<file path="src/rtl/loop_ctrl_pkg.sv">
// rtl/loop_ctrl_pkg.sv - shared types and defaults for the loop-run sequencer
package loop_ctrl_pkg;

    typedef enum logic [1:0] {
        IDLE     = 2'd0,
        RESET_DP = 2'd1,
        RUN      = 2'd2,
        CAPTURE  = 2'd3
    } state_t;

    localparam int W_DEF          = 13;
    localparam int LFSR_W_DEF     = 16;
    localparam int CNT_W_DEF      = 16;
    localparam int DP_RST_CYC_DEF = 2;

    // Right-shifting Galois form of x^16+x^14+x^13+x^11+1
    localparam logic [15:0] LFSR_TAPS    = 16'hB400;
    localparam logic [15:0] SEED_RST_DEF = 16'hACE1;

endpackage

</file>
<file path="src/rtl/loop_run_ctrl_if.sv">
// rtl/loop_run_ctrl_if.sv - control, datapath and result bundle of the loop-run sequencer
// master: harness side (requests, datapath state in; results out)
// slave : loop_run_ctrl
interface loop_run_ctrl_if #(
    parameter int W      = 13,
    parameter int LFSR_W = 16,
    parameter int CNT_W  = 16
);
    logic              start;
    logic              abort;
    logic              seed_ld;
    logic [LFSR_W-1:0] seed;
    logic [CNT_W-1:0]  max_cyc;

    logic              dp_rst;
    logic              dp_selector;
    logic [W-1:0]      dp_i;
    logic [W-1:0]      dp_j;
    logic [W-1:0]      dp_k;
    logic [W-1:0]      dp_n;

    logic              busy;
    logic              done;
    logic              res_valid;
    logic [W-1:0]      res_i;
    logic [W-1:0]      res_j;
    logic [W-1:0]      res_k;
    logic [W-1:0]      res_n;
    logic [CNT_W-1:0]  res_cyc;
    logic              res_timeout;
    logic              res_aborted;
    logic [LFSR_W-1:0] lfsr;

    modport master (
        output start, abort, seed_ld, seed, max_cyc, dp_i, dp_j, dp_k, dp_n,
        input  dp_rst, dp_selector, busy, done, res_valid,
        input  res_i, res_j, res_k, res_n, res_cyc, res_timeout, res_aborted, lfsr
    );

    modport slave (
        input  start, abort, seed_ld, seed, max_cyc, dp_i, dp_j, dp_k, dp_n,
        output dp_rst, dp_selector, busy, done, res_valid,
        output res_i, res_j, res_k, res_n, res_cyc, res_timeout, res_aborted, lfsr
    );

endinterface

</file>
<file path="src/rtl/sel_lfsr.sv">
// rtl/sel_lfsr.sv - Galois LFSR producing a registered selector bit
// Ports: clk, rst_n (async active-low), load/seed (all-zero seed -> SEED_RST),
//        step (advance one shift), sel_bit (bit shifted out by the last step), state
module sel_lfsr
    import loop_ctrl_pkg::*;
#(
    parameter int                LFSR_W   = LFSR_W_DEF,
    parameter logic [LFSR_W-1:0] TAPS     = LFSR_TAPS,
    parameter logic [LFSR_W-1:0] SEED_RST = SEED_RST_DEF
) (
    input  logic              clk,
    input  logic              rst_n,
    input  logic              load,
    input  logic              step,
    input  logic [LFSR_W-1:0] seed,
    output logic              sel_bit,
    output logic [LFSR_W-1:0] state
);

    localparam logic [LFSR_W-1:0] ZERO = '0;

    // sel_bit only moves on a step so the datapath sees a stable selector otherwise
    always_ff @(posedge clk or negedge rst_n) begin
        if (!rst_n) begin
            state   <= SEED_RST;
            sel_bit <= 1'b0;
        end else if (load) begin
            state <= (seed == ZERO) ? SEED_RST : seed;
        end else if (step) begin
            state   <= (state >> 1) ^ (state[0] ? TAPS : ZERO);
            sel_bit <= state[0];
        end
    end

endmodule

</file>
<file path="src/rtl/loop_run_ctrl.sv">
// rtl/loop_run_ctrl.sv - run sequencer for the loop-arithmetic datapath
// Ports: clk, rst_n (async active-low), bus (loop_run_ctrl_if.slave):
//   start/abort/seed_ld/seed/max_cyc requests, dp_rst/dp_selector to the datapath,
//   dp_i/j/k/n from the datapath, busy/done/res_* results, lfsr state
module loop_run_ctrl
    import loop_ctrl_pkg::*;
#(
    parameter int                W          = W_DEF,
    parameter int                LFSR_W     = LFSR_W_DEF,
    parameter int                CNT_W      = CNT_W_DEF,
    parameter int                DP_RST_CYC = DP_RST_CYC_DEF,
    parameter logic [LFSR_W-1:0] SEED_RST   = SEED_RST_DEF
) (
    input  logic         clk,
    input  logic         rst_n,
    loop_run_ctrl_if.slave bus
);

    state_t           state, state_nx;
    logic [CNT_W-1:0] cnt, cnt_inc, budget;
    logic [3:0]       rst_cnt;
    logic             lfsr_load, lfsr_step;
    logic             fin, fin_timeout, fin_abort;

    // Saturating RUN-cycle count including the current cycle
    assign cnt_inc = (cnt == {CNT_W{1'b1}}) ? cnt : cnt + CNT_W'(1);

    sel_lfsr #(
        .LFSR_W   (LFSR_W),
        .TAPS     (LFSR_W'(LFSR_TAPS)),
        .SEED_RST (SEED_RST)
    ) u_lfsr (
        .clk     (clk),
        .rst_n   (rst_n),
        .load    (lfsr_load),
        .step    (lfsr_step),
        .seed    (bus.seed),
        .sel_bit (bus.dp_selector),
        .state   (bus.lfsr)
    );

    always_comb begin
        state_nx    = state;
        lfsr_load   = 1'b0;
        lfsr_step   = 1'b0;
        fin         = 1'b0;
        fin_timeout = 1'b0;
        fin_abort   = 1'b0;
        case (state)
            IDLE: begin
                // Load happens on the same edge as start accept, so the run uses the new seed
                lfsr_load = bus.seed_ld;
                if (bus.start) state_nx = RESET_DP;
            end
            RESET_DP: begin
                if (bus.abort) begin
                    fin       = 1'b1;
                    fin_abort = 1'b1;
                end else if (rst_cnt == 4'(DP_RST_CYC - 1)) begin
                    state_nx = RUN;
                end
            end
            RUN: begin
                lfsr_step = 1'b1;
                // Priority: abort, then loop exit, then budget expiry
                if (bus.abort) begin
                    fin       = 1'b1;
                    fin_abort = 1'b1;
                end else if (bus.dp_i >= bus.dp_n) begin
                    fin = 1'b1;
                end else if (cnt_inc == budget) begin
                    fin         = 1'b1;
                    fin_timeout = 1'b1;
                end
            end
            CAPTURE: state_nx = IDLE;
            default: state_nx = IDLE;
        endcase
        if (fin) state_nx = CAPTURE;
    end

    always_ff @(posedge clk or negedge rst_n) begin
        if (!rst_n) begin
            state           <= IDLE;
            cnt             <= '0;
            budget          <= '0;
            rst_cnt         <= '0;
            bus.res_valid   <= 1'b0;
            bus.res_i       <= '0;
            bus.res_j       <= '0;
            bus.res_k       <= '0;
            bus.res_n       <= '0;
            bus.res_cyc     <= '0;
            bus.res_timeout <= 1'b0;
            bus.res_aborted <= 1'b0;
        end else begin
            state <= state_nx;
            if (state == IDLE && bus.start) begin
                budget        <= (bus.max_cyc == '0) ? CNT_W'(1) : bus.max_cyc;
                cnt           <= '0;
                rst_cnt       <= '0;
                bus.res_valid <= 1'b0;
            end
            if (state == RESET_DP) rst_cnt <= rst_cnt + 4'd1;
            if (lfsr_step) cnt <= cnt_inc;
            // Results are taken from the datapath values that ended the run, so they
            // are already valid in the CAPTURE cycle alongside done
            if (fin) begin
                bus.res_i       <= bus.dp_i;
                bus.res_j       <= bus.dp_j;
                bus.res_k       <= bus.dp_k;
                bus.res_n       <= bus.dp_n;
                bus.res_cyc     <= lfsr_step ? cnt_inc : cnt;
                bus.res_timeout <= fin_timeout;
                bus.res_aborted <= fin_abort;
                bus.res_valid   <= 1'b1;
            end
        end
    end

    assign bus.dp_rst = (state != RUN);
    assign bus.busy   = (state != IDLE);
    assign bus.done   = (state == CAPTURE);

endmodule

</file>
<file path="src/flat_wrapper.sv">
// flat-port wrapper written by rule: the top's interface ports become plain ports
module loop_run_ctrl_flat import loop_ctrl_pkg::*;
#(
    parameter int                W          = W_DEF,
    parameter int                LFSR_W     = LFSR_W_DEF,
    parameter int                CNT_W      = CNT_W_DEF,
    parameter int                DP_RST_CYC = DP_RST_CYC_DEF,
    parameter logic [LFSR_W-1:0] SEED_RST   = SEED_RST_DEF
)
  (clk, rst_n, bus_start, bus_abort, bus_seed_ld, bus_seed, bus_max_cyc, bus_dp_i, bus_dp_j, bus_dp_k, bus_dp_n, bus_dp_rst, bus_dp_selector, bus_busy, bus_done, bus_res_valid, bus_res_i, bus_res_j, bus_res_k, bus_res_n, bus_res_cyc, bus_res_timeout, bus_res_aborted, bus_lfsr);
  loop_run_ctrl_if #(.W(W), .LFSR_W(LFSR_W), .CNT_W(CNT_W)) bus_i ();
  input  logic clk;
  input  logic rst_n;
  input wire logic [$bits(bus_i.start)-1:0] bus_start;
  input wire logic [$bits(bus_i.abort)-1:0] bus_abort;
  input wire logic [$bits(bus_i.seed_ld)-1:0] bus_seed_ld;
  input wire logic [$bits(bus_i.seed)-1:0] bus_seed;
  input wire logic [$bits(bus_i.max_cyc)-1:0] bus_max_cyc;
  input wire logic [$bits(bus_i.dp_i)-1:0] bus_dp_i;
  input wire logic [$bits(bus_i.dp_j)-1:0] bus_dp_j;
  input wire logic [$bits(bus_i.dp_k)-1:0] bus_dp_k;
  input wire logic [$bits(bus_i.dp_n)-1:0] bus_dp_n;
  output wire logic [$bits(bus_i.dp_rst)-1:0] bus_dp_rst;
  output wire logic [$bits(bus_i.dp_selector)-1:0] bus_dp_selector;
  output wire logic [$bits(bus_i.busy)-1:0] bus_busy;
  output wire logic [$bits(bus_i.done)-1:0] bus_done;
  output wire logic [$bits(bus_i.res_valid)-1:0] bus_res_valid;
  output wire logic [$bits(bus_i.res_i)-1:0] bus_res_i;
  output wire logic [$bits(bus_i.res_j)-1:0] bus_res_j;
  output wire logic [$bits(bus_i.res_k)-1:0] bus_res_k;
  output wire logic [$bits(bus_i.res_n)-1:0] bus_res_n;
  output wire logic [$bits(bus_i.res_cyc)-1:0] bus_res_cyc;
  output wire logic [$bits(bus_i.res_timeout)-1:0] bus_res_timeout;
  output wire logic [$bits(bus_i.res_aborted)-1:0] bus_res_aborted;
  output wire logic [$bits(bus_i.lfsr)-1:0] bus_lfsr;
  assign bus_i.start = bus_start;
  assign bus_i.abort = bus_abort;
  assign bus_i.seed_ld = bus_seed_ld;
  assign bus_i.seed = bus_seed;
  assign bus_i.max_cyc = bus_max_cyc;
  assign bus_i.dp_i = bus_dp_i;
  assign bus_i.dp_j = bus_dp_j;
  assign bus_i.dp_k = bus_dp_k;
  assign bus_i.dp_n = bus_dp_n;
  assign bus_dp_rst = bus_i.dp_rst;
  assign bus_dp_selector = bus_i.dp_selector;
  assign bus_busy = bus_i.busy;
  assign bus_done = bus_i.done;
  assign bus_res_valid = bus_i.res_valid;
  assign bus_res_i = bus_i.res_i;
  assign bus_res_j = bus_i.res_j;
  assign bus_res_k = bus_i.res_k;
  assign bus_res_n = bus_i.res_n;
  assign bus_res_cyc = bus_i.res_cyc;
  assign bus_res_timeout = bus_i.res_timeout;
  assign bus_res_aborted = bus_i.res_aborted;
  assign bus_lfsr = bus_i.lfsr;
  loop_run_ctrl #(.W(W), .LFSR_W(LFSR_W), .CNT_W(CNT_W), .DP_RST_CYC(DP_RST_CYC), .SEED_RST(SEED_RST)) u_core (.clk(clk), .rst_n(rst_n), .bus(bus_i));
endmodule
</file>
<file path="config.mk">
export PLATFORM = sky130hd
export DESIGN_NAME = loop_run_ctrl_flat
export DESIGN_NICKNAME = d
export VERILOG_FILES = /design/src/rtl/loop_ctrl_pkg.sv /design/src/rtl/loop_run_ctrl_if.sv /design/src/rtl/sel_lfsr.sv /design/src/rtl/loop_run_ctrl.sv /design/src/flat_wrapper.sv
export SDC_FILE = /design/constraint.sdc
export NUM_CORES = 1
export LEC_CHECK = 0
export CAP_MARGIN = 25
export CORE_MARGIN = 2
export CORE_UTILIZATION = 50
export CTS_CLUSTER_DIAMETER = 80
export DETAILED_ROUTE_END_ITERATION = 10
export GPL_ROUTABILITY_DRIVEN = 1
export PLACE_DENSITY = 0.82
export SETUP_SLACK_MARGIN = 0.02
export SLEW_MARGIN = 20
export SYNTH_ARGS = -nofsm -noshare
export SYNTH_HDL_FRONTEND = slang
export SYNTH_HIERARCHICAL = 1
export SYNTH_SLANG_ARGS = --single-unit
</file>
<file path="constraint.sdc">
create_clock -name clk -period 5.8 [get_ports clk]
set_input_delay 1.16 -clock clk [delete_from_list [all_inputs] [get_ports clk]]
set_output_delay 1.16 -clock clk [all_outputs]
set_load 0.02 [all_outputs]
</file>
==> impl_results.md, run 1 <==
* Pin count of the biggest net entering global routing at 56
* Vias at 5,654
* CP top delay family: simple AND/OR/NAND/NOR gates
* Max Fanout on Critical Path at 35
* Final setup violation count at 0
* Setup TNS at 0 ns
* Setup CP Type: flip-flop to flip-flop
* Hold Slack at approximately 0.49 ns
* Syn Inst Count at between 600 and 700
* Core area at roughly 13,000 µm²
* Top-count cell post-synth: dfrtp_1
* Ant diodes at 0
* Post-synth top area cell: dfrtp_1
* Area delta synth->final at 36.4%
* PD cells at 546 nW/µm²
* Remaining DRCs at 0
* Router iterations before antenna repair at 4
* GRT overflow at 0
* Worst Hold Class: flip-flop to flip-flop
* Tcrit/Tclk final at 0.739
* Worst setup EP type: flip-flop
* First-pass GRT wire length at 30.5 mm
* Num rows at 42
* HPWL after DPL at about 14 mm
* Via density at 5.71
* Final WS setup at 1.51 ns
* Post-CTS sizing at 0
* Worst path required time at approximately 6.1 ns
* Final nets at 910
* Clk slew on worst S/H paths at 0.06 ns
* Starting DRC count in detailed routing at about 350
* Count of hold-fix buffers inserted at cts at 0
* Die Height at between 100 and 150 µm
* Yosys Warn Count at 6
* Initial Utilization at 0.512
* Postcts setup bufs at 0
* Crit-path cells: ha_1 -> nand4_1 -> nor3_1 -> a21oi_1 -> a32oi_1 -> nand4_1 -> or4_4 -> a21oi_4 -> buf_4 -> mux2_2
* Slew margin rel. at 0.382
* Boundary pin count at 180
* Total CTS buffers at 17
* WP buf/inv at 1
* Share of cells above drive strength 1 at 0.171
* Largest cells by area after synthesis: dfrtp_1, mux2_2, ha_1
* CTS tree: done
* Post-synth top cells: dfrtp_1, mux2_2, nand2_1, o21ai_0
* Share of the synthesized area in the top cell type at 0.435
* Yosys cell types at 63
* Die ar. at 14,500 µm²
* Slowest Stage Delay on Critical Path at roughly 0.73 ns
* Layout Skew at between 0.006 and 0.007 ns
* Crit-path most repeated cell: nand4_1
* Root Driver: clkbuf_16
* Fin. Hold Viols at 0
* Mapped Area at 6790 µm²
* Vias in the first global route at 5,886
* Clk buf depth at 2
* Slew Limit Fails at 0
* Pre-CTS setup slack at 1.58 ns
* Ys async rst share at 1.00
* Seq/Total Area, Yosys at 0.466
* Mean post-synth cell area at 10.6 µm²
* Syn Nets at 748
* Final worst path period need at 4.29 ns
* Number of antenna violations at the first check in global routing at 0
* Outcome: completed
* Worst endpoint data arrival time at roughly 4.6 ns
* Avg WL per Cell at 19.1 µm
* H-tree levels at 4
* Slowest cell on the critical path: nor3_1
* Clock Sink Count at 126
* Tightest Pin Transition at 0.927 ns
* Post-route ant nets at 0
* Maximum VDD drop at 0.000328 V
* Flops & latches, synth at 126
* Post-synth EDFFs at 0
* Number of port buffers at 179
* Maxcap violations at 0
* Worst skew pair latency at ~0.42 ns
* Unrepaired setup endpoints after global routing: no
* Routability congestion estimate at 0.964
* Main synth FF type: dfrtp_1
* Chip width at 121 µm
* Max Freq at 233 MHz
* CP Launch Type: flip-flop
* GR Util All Layers at 0.271
* Routed wire length at about 19 mm
* Leakage at 3.84 nW
==> cells in the final DEF (no fill, tap or decap), types with 7 or more instances in the layout <==
master	netlist	final
nor3_1	14	14
nor2_1	22	22
mux2i_1	13	13
mux2_1	7	7
clkdlybuf4s50_1	0	178
ha_1	20	19
mux2_2	79	79
xnor2_1	16	16
xor2_1	9	9
nand2b_1	7	7
dfstp_2	8	8
buf_4	2	7
inv_1	30	30
a31oi_1	10	10
clkbuf_16	0	17
nand4_1	12	12
dfrtp_1	118	118
nand2_1	51	51
a21oi_1	30	30
o21ai_0	33	33
nand3_1	19	19
and3_1	10	10
==> flip-flops by register name (all words and copies together), names as in the netlist, 13 cells and up <==
| name | cells |
|---|---|
| u_core/bus.res_k | 13 |
| u_core/cnt | 16 |
| u_core/bus.res_n | 13 |
| u_core/bus.res_i | 13 |
| u_core/u_lfsr/state | 16 |
| u_core/bus.res_j | 13 |
| u_core/bus.res_cyc | 16 |
| u_core/budget | 16 |
==> area by class of cell <==
cell class | instances | area [µm²]
clock buffer | 22 | 464
clock inverter | 10 | 113
fill | 988 | 3990
inverter | 30 | 113
multi-input combinational | 440 | 3320
sequential | 126 | 3160
tap | 176 | 220
timing repair buffer | 186 | 1860
==> kinds of logic after synthesis <==
| group | count (synthesis) | share of synthesized area |
|---|---|---|
| flip-flops | 126 | 0.466 |
| adder cells (fa/ha/maj) | 20 | 0.0369 |
| multiplexers | 99 | 0.162 |
| AO/OA/AOI/OAI | 134 | 0.133 |
| XOR/XNOR | 25 | 0.0323 |
| buffers and inverters | 73 | 0.0461 |
| AND/OR/NAND/NOR | 162 | 0.123 |
==> report_power, final <==
| group | leakage, nW | internal, mW | switching (mW) |
|---|---|---|---|
| Sequential | 1.55 | 1.29 | 0.360 |
| Combinational | 2.01 | 1.20 | 1.16 |
| Clock | 0.280 | 0.653 | 0.382 |
==> metrics by stage <==
stage | power (mW) | area, µm² | util | std cells
global route | 5.34 | 9260 | 0.699 | 990
detailed placement | 4.01 | 8680 | 0.655 | 958
floorplan | 3.03 | 6790 | - | 639
CTS | 5.08 | 9260 | 0.699 | 990
global placement | 3.92 | 8650 | 0.653 | 957
finish | 5.05 | 9260 | 0.699 | 990
==> final timing paths <==
path / start / end / slack [ns] / cells after the start
worst max-delay path: u_core/cnt[0] / u_core/bus.res_k[7] / 1.51 / 10
worst min-delay path: u_core/bus.res_j[7] / u_core/bus.res_j[7] / 0.49 / 1
worst max register to register: u_core/cnt[0] / u_core/bus.res_k[7] / 1.51 / 10
worst min register to register: u_core/bus.res_j[7] / u_core/bus.res_j[7] / 0.49 / 1
max in group asynchronous: rst_n / u_core/u_lfsr/state[6] / 3.85 / 3
min in group asynchronous: rst_n / u_core/bus.res_j[7] / 0.75 / 1
==> layer usage <==
| layer | share of wire | track usage | wire [µm] | up-vias |
|---|---|---|---|---|
| li1 | - | - | - | 2633 |
| met2 | 0.50 | 0.452 | 9520 | 198 |
| met1 | 0.40 | 0.327 | 7610 | 2781 |
| met4 | 0.028 | 0.119 | 522 | 0 |
| met5 | 0 | 0 | 0 | - |
| met3 | 0.066 | 0.0792 | 1250 | 42 |
Note: power is estimated with default switching activity, not from simulation.
==> inputs of run 2 (changes only) <==
--- a/config.mk
+++ b/config.mk
@@ -7,11 +7,11 @@
 export LEC_CHECK = 0
 export CAP_MARGIN = 25
 export CORE_MARGIN = 2
-export CORE_UTILIZATION = 50
+export CORE_UTILIZATION = 44
 export CTS_CLUSTER_DIAMETER = 80
 export DETAILED_ROUTE_END_ITERATION = 10
 export GPL_ROUTABILITY_DRIVEN = 1
-export PLACE_DENSITY = 0.82
+export PLACE_DENSITY = 0.76
 export SETUP_SLACK_MARGIN = 0.02
 export SLEW_MARGIN = 20
 export SYNTH_ARGS = -nofsm -noshare
==> constraint.sdc (replaced) <==
create_clock -name clk -period 3.7 [get_ports clk]
set_input_delay 0.74 -clock clk [delete_from_list [all_inputs] [get_ports clk]]
set_output_delay 0.74 -clock clk [all_outputs]
set_load 0.02 [all_outputs]
==> run 2 against run 1 <==
Net effect: setup slack got worse by 1.3 ns; global-route usage fell by 3.1 points; clock skew barely moved; critical path depth rose by 1; routed wire length rose by 0.75%; cell count rose by 5.5%; via count rose by 3.1%; combinational power rose by 66%; clock power rose by 56%; non-clock buffer count rose by 42; power rose by 59%; sequential share of layout area fell by 1.3 points; largest power group unchanged.
==> impl_results.md, run 2 (same netlist as run 1, synthesis figures left out) <==
* Maxcap violations at 0
* Pre-CTS setup slack at 0.213 ns
* CP Launch Type: flip-flop
* Final nets at 952
* Slowest cell on the critical path: or4_4
* Final Total Pwr at 8.04 mW
* Fill cells at 1,221
* Cell count after placement at 1,012
* Number of port buffers at 179
* Maximum VDD drop at about 0.00047 V
* Clock Sink Count at 126
* Post-route ant nets at 0
* Area delta synth->final at 41.6%
* Num rows at 45
* Remaining DRCs at 0
* Commonest non-fill, non-tap cell in the layout: clkdlybuf4s50_1
* GR Util All Layers at 0.241
* Worst Hold Class: input port to asynchronous set/reset pin
* Boundary pin count at 180
* Slew Limit Fails at 0
* Layout Skew at 0.00628 ns
* Final WS setup at 0.178 ns
* Clk slew on worst S/H paths at 0.06 ns
* Tcrit/Tclk final at 0.952
* Leakage at 4.04 nW
* HPWL after DPL at 14.4 mm
* Worst endpoint data arrival time at 3.83 ns
* Hold Slack at about 0.28 ns
* Slowest Stage Delay on Critical Path at 0.58 ns
* Setup TNS at 0 ns
* Max Freq at 284 MHz
* Die ar. at approximately 16,000 µm²
* Chip width at 128 µm
* Routability congestion estimate at between 0.9 and 1
* Via density at 5.59
* H-tree levels at 4
* Unrepaired setup endpoints after global routing: no
* Core area at 15,100 µm²
* Clk buf depth at 2
* Utilization after layout at 0.634
* Worst skew pair latency at 0.42 ns
* Total CTS buffers at 17
* Number of antenna violations at the first check in global routing at 0
* Share of cells above drive strength 1 at 0.216
* Pin count of the biggest net entering global routing at 91
* Router iterations before antenna repair at 5
* Outcome: completed
* First-pass GRT wire length at 30.8 mm
* Slew margin rel. at 0.548
* Routed wire length at 19.1 mm
* Final worst path period need at 3.52 ns
* Avg WL per Cell at 18.2 µm
* Starting DRC count in detailed routing at about 450
* PD cells at approximately 840 nW/µm²
* RR Endpoint: u_core/bus.res_i[6]
* Count of hold-fix buffers inserted at cts at 0
* Vias at slightly below 6,000
* Max Fanout on Critical Path at 32
* Layout Cells excl Fill at 1,044
* Vias in the first global route at 6,067
* RR Startpoint: u_core/cnt[13]
* Design area at between 9000 and 10,000 µm²
* Sequential cell area at 3160 µm²
* Die Height at between 100 and 150 µm
* GRT overflow at 0
* Tightest Pin Transition at 0.677 ns
* DP Area at 9030 µm²
* Path depth of the worst reg2reg path at 11
* CTS tree: done
* Final setup violation count at 0
* Worst setup EP type: flip-flop
* Fin. Hold Viols at 0
* Root Driver: clkbuf_16
* Setup CP Type: flip-flop to flip-flop
* Ant diodes at 0
* Initial Utilization at 0.448
* Crit-path cells: nand4_1 -> buf_4 -> o211ai_1 -> buf_4 -> xor2_1 -> o221a_2 -> nand4_1 -> or4_4 -> a21oi_4 -> buf_12 -> mux2_2
* Critical path startpoint: u_core/cnt[13]
* Worst path required time at about 4 ns
* Most frequent cells in the layout: clkdlybuf4s50_1, dfrtp_1, mux2_2
* R2R Setup Slk at 0.18 ns
* Multi-input gate area at 3330 µm²
==> run 2: cell count changes in the layout (fill, tap and decap cells not counted), sizes merged <==
cell	previous run	this run
clkinv	5	2
buf	8	50
clkbuf	22	17
inv	31	38
clkinvlp	2	4
bufinv	2	1
==> run 2: how the worst max path moves through the flow <==
stage                                to  slack, ns  cells past startpoint
CTS                 u_core/bus.res_i[9]       0.20                     10
floorplan           u_core/bus.res_j[1]       0.18                     13
detailed placement  u_core/bus.res_i[6]       0.21                     10
global placement    u_core/bus.res_n[6]       0.22                     10
global route        u_core/bus.res_j[6]       0.02                     11
finish              u_core/bus.res_i[6]       0.18                     11
==> run 2: routing by layer <==
layer / routed length [µm] / GRT usage / vias up
met4: 594 / 0.109 / 0
met1: 7730 / 0.284 / 2822
met3: 1250 / 0.0647 / 47
met2: 9480 / 0.410 / 235
met5: 0 / 0 / -
li1: - / - / 2727
==> run 2: critical path: cells and delay by family, from the launching register on <==
kind / cells / cell delay [ns]
simple gates: 3 / 0.95
buf+inv: 3 / 0.65
flops: 1 / 0.48
compound gates: 3 / 0.72
xor+xnor: 1 / 0.25
mux: 1 / 0.36
==> run 2: what timing repair did <==
item,in CTS,in global routing
buffers inserted,0,0
setup endpoints to repair,0,60
hold endpoints to repair,0,0
gates resized for setup,0,1
==> run 2: final cells by class <==
cell class / instances / area share
repair buffers: 228 / 0.228
inverters: 30 / 0.0117
multi-input cells: 440 / 0.346
clock inverters: 15 / 0.0159
clock buffers: 17 / 0.0443
flip-flops and latches: 126 / 0.329
well taps: 188 / 0.0245
==> run 2: power by group <==
group / total [mW] / internal (mW) / leakage [nW] / switching, mW
Combinational: 3.93 / 2.00 / 2.22 / 1.93
Sequential: 2.49 / 2.03 / 1.55 / 0.464
Clock: 1.62 / 0.945 / 0.272 / 0.671
==> inputs of run 3 (changes only) <==
--- a/config.mk
+++ b/config.mk
@@ -11,6 +11,7 @@
 export CTS_CLUSTER_DIAMETER = 80
 export DETAILED_ROUTE_END_ITERATION = 10
 export GPL_ROUTABILITY_DRIVEN = 1
+export GPL_TIMING_DRIVEN = 0
 export PLACE_DENSITY = 0.76
 export SETUP_SLACK_MARGIN = 0.02
 export SLEW_MARGIN = 20
==> run 3 against run 2 <==
Net effect: register-to-register slack worse by 0.06 ns; sequential share of layout area up 0.19 points; sequential power down 2%; routed wire length down 0.26%; critical path depth up 2; largest cell class unchanged.
==> impl_results.md, run 3 (same netlist as run 1, synthesis figures left out) <==
* Fin. Hold Viols at 0
* Outcome: completed
* Tcrit/Tclk final at 0.968
* Vias in the first global route at 5,857
* Boundary pin count at 180
* HPWL after DPL at 13.9 mm
* Maximum VDD drop at 0.000518 V
* Via density at 5.53
* Leakage at 4.01 nW
* Max Freq at approximately 280 MHz
* Core area at about 15,000 µm²
* Total CTS buffers at 17
* Pin count of the biggest net entering global routing at 97
* Num rows at 45
* Commonest non-fill, non-tap cell in the layout: clkdlybuf4s50_1
* Worst setup EP type: flip-flop
* Worst skew pair latency at 0.41 ns
* Starting DRC count in detailed routing at 419
* Root Driver: clkbuf_16
* Routability congestion estimate at ~0.98
* Post-route ant nets at 0
* Worst path required time at 4.00 ns
* Final WS setup at about 0.12 ns
* Pre-CTS setup slack at -0.690 ns
* Design area at ~9600 µm²
* Cell count after placement at 1,007
* Unrepaired setup endpoints after global routing: no
* Final nets at between 900 and 1,000
* GRT overflow at 0
* Die ar. at 16,400 µm²
* Layout Skew at approximately 0.0074 ns
* Max Fanout on Critical Path at 8
* Avg WL per Cell at 18.1 µm
* PD cells at 831 nW/µm²
* Initial Utilization at 0.448
* Share of cells above drive strength 1 at 0.207
* Number of port buffers at ~180
* Clk slew on worst S/H paths at 0.06 ns
* Final worst path period need at 3.58 ns
* Final setup violation count at 0
* Worst Hold Class: input port to asynchronous set/reset pin
* Worst endpoint data arrival time at 3.88 ns
* Area delta synth->final at 40.9%
* GR Util All Layers at 0.238
* Die Height at ~130 µm
* CTS tree: done
* Number of antenna violations at the first check in global routing at 1
* Setup TNS at 0 ns
* Tightest Pin Transition at 0.654 ns
* CP Launch Type: flip-flop
* DP Area at 8850 µm²
* Slowest cell on the critical path: or4_4
* Maxcap violations at 0
* Slew margin rel. at 0.564
* Clk buf depth at 2
* Chip width at 128 µm
* Count of hold-fix buffers inserted at cts at 0
* Slowest Stage Delay on Critical Path at 0.58 ns
* Routed wire length at 19.0 mm
* H-tree levels at 4
* Layout Cells excl Fill at 1,047
* Hold Slack at 0.173 ns
* Router iterations before antenna repair at 5
* Most frequent cells in the layout: clkdlybuf4s50_1, dfrtp_1, mux2_2
* Crit-path cells: buf_2 -> and4_1 -> clkbuf_1 -> a41o_1 -> buf_4 -> or3_1 -> a32oi_1 -> nand4_1 -> or4_4 -> a21oi_4 -> buf_6 -> buf_4 -> mux2_2
* Clock Sink Count at 126
* Slew Limit Fails at 0
* Setup CP Type: flip-flop to flip-flop
* CP top delay family: simple AND/OR/NAND/NOR gates
* Fill cells at 1,238
* Remaining DRCs at 0
* First-pass GRT wire length at 30.4 mm
* Crit-path most repeated cell: buf_4
* Vias at 5,794
* WP buf/inv at 5
[run 3: cell types whose count changed in the layout (fill, tap and decap cells not counted), moves of 3 or more]
cell	previous run	this run
buf_2	0	10
buf_1	0	4
nor3_1	14	11
clkinv_2	0	4
inv_6	6	2
buf_4	47	19
buf_12	3	0
clkbuf_1	0	14
[run 3: what timing repair did]
action                                  in CTS  in global routing
pin swaps                                    3                  6
gates resized for setup                     16                 17
endpoints found under the setup margin      71                 67
setup buffers                                5                  6
[run 3: where the power goes]
| group | internal (mW) | switching (mW) | total (mW) |
|---|---|---|---|
| clock | 0.868 | 0.632 | 1.50 |
| combinational | 1.99 | 2.01 | 4.00 |
| sequential | 2.03 | 0.417 | 2.44 |
| total | 4.89 | 3.06 | 7.94 |
[run 3: worst paths after layout]
path                                           endpoint  cells after the start  slack [ns]                start
worst max-delay path               u_core/bus.res_j[11]                     13        0.12       u_core/cnt[14]
worst min-delay path                u_core/bus.res_j[3]                      1        0.17                rst_n
worst max register to register     u_core/bus.res_j[11]                     13        0.12       u_core/cnt[14]
worst min register to register      u_core/bus.res_j[4]                      1        0.48  u_core/bus.res_j[4]
max in group asynchronous       u_core/u_lfsr/state[11]                      2        2.73                rst_n
min in group clk                    u_core/bus.res_j[4]                      1        0.48  u_core/bus.res_j[4]
[run 3: worst register-to-register path, cell delays in order (launching register included)]
cell      delay [ns]
dfrtp_1         0.35
buf_2           0.16
and4_1          0.21
clkbuf_1        0.17
a41o_1          0.24
buf_4           0.17
or3_1           0.33
a32oi_1         0.19
nand4_1         0.12
or4_4           0.58
a21oi_4         0.29
buf_6           0.17
buf_4           0.14
mux2_2          0.33
[run 3: final cells by class]
type                            instances  area [µm²]  area share
Inverter                               30         113      0.0118
Tap cell                              188         235      0.0246
Clock inverter                         13        92.6     0.00969
Clock buffer                           18         439      0.0459
Multi-Input combinational cell        440        3390       0.355
Sequential cell                       126        3160       0.331
Antenna cell                            1        2.50    0.000262
Buffer                                 40         216      0.0226
Timing Repair Buffer                  191        1910       0.199
[run 3: per-layer routing]
metal / vias up / GRT usage / wire, µm
met1: 2812 / 0.300 / 7970
met4: 0 / 0.0821 / 379
met2: 223 / 0.391 / 9300
met3: 23 / 0.0705 / 1360
li1: 2736 / - / -
met5: - / 0 / 0
[run 3: stage by stage]
step	total power [mW]	util
after CTS	7.97	0.626
after detailed placement	6.37	0.584
after global routing	8.43	0.631
final	7.94	0.631
after floorplan	4.74	-
after global placement	6.29	0.582
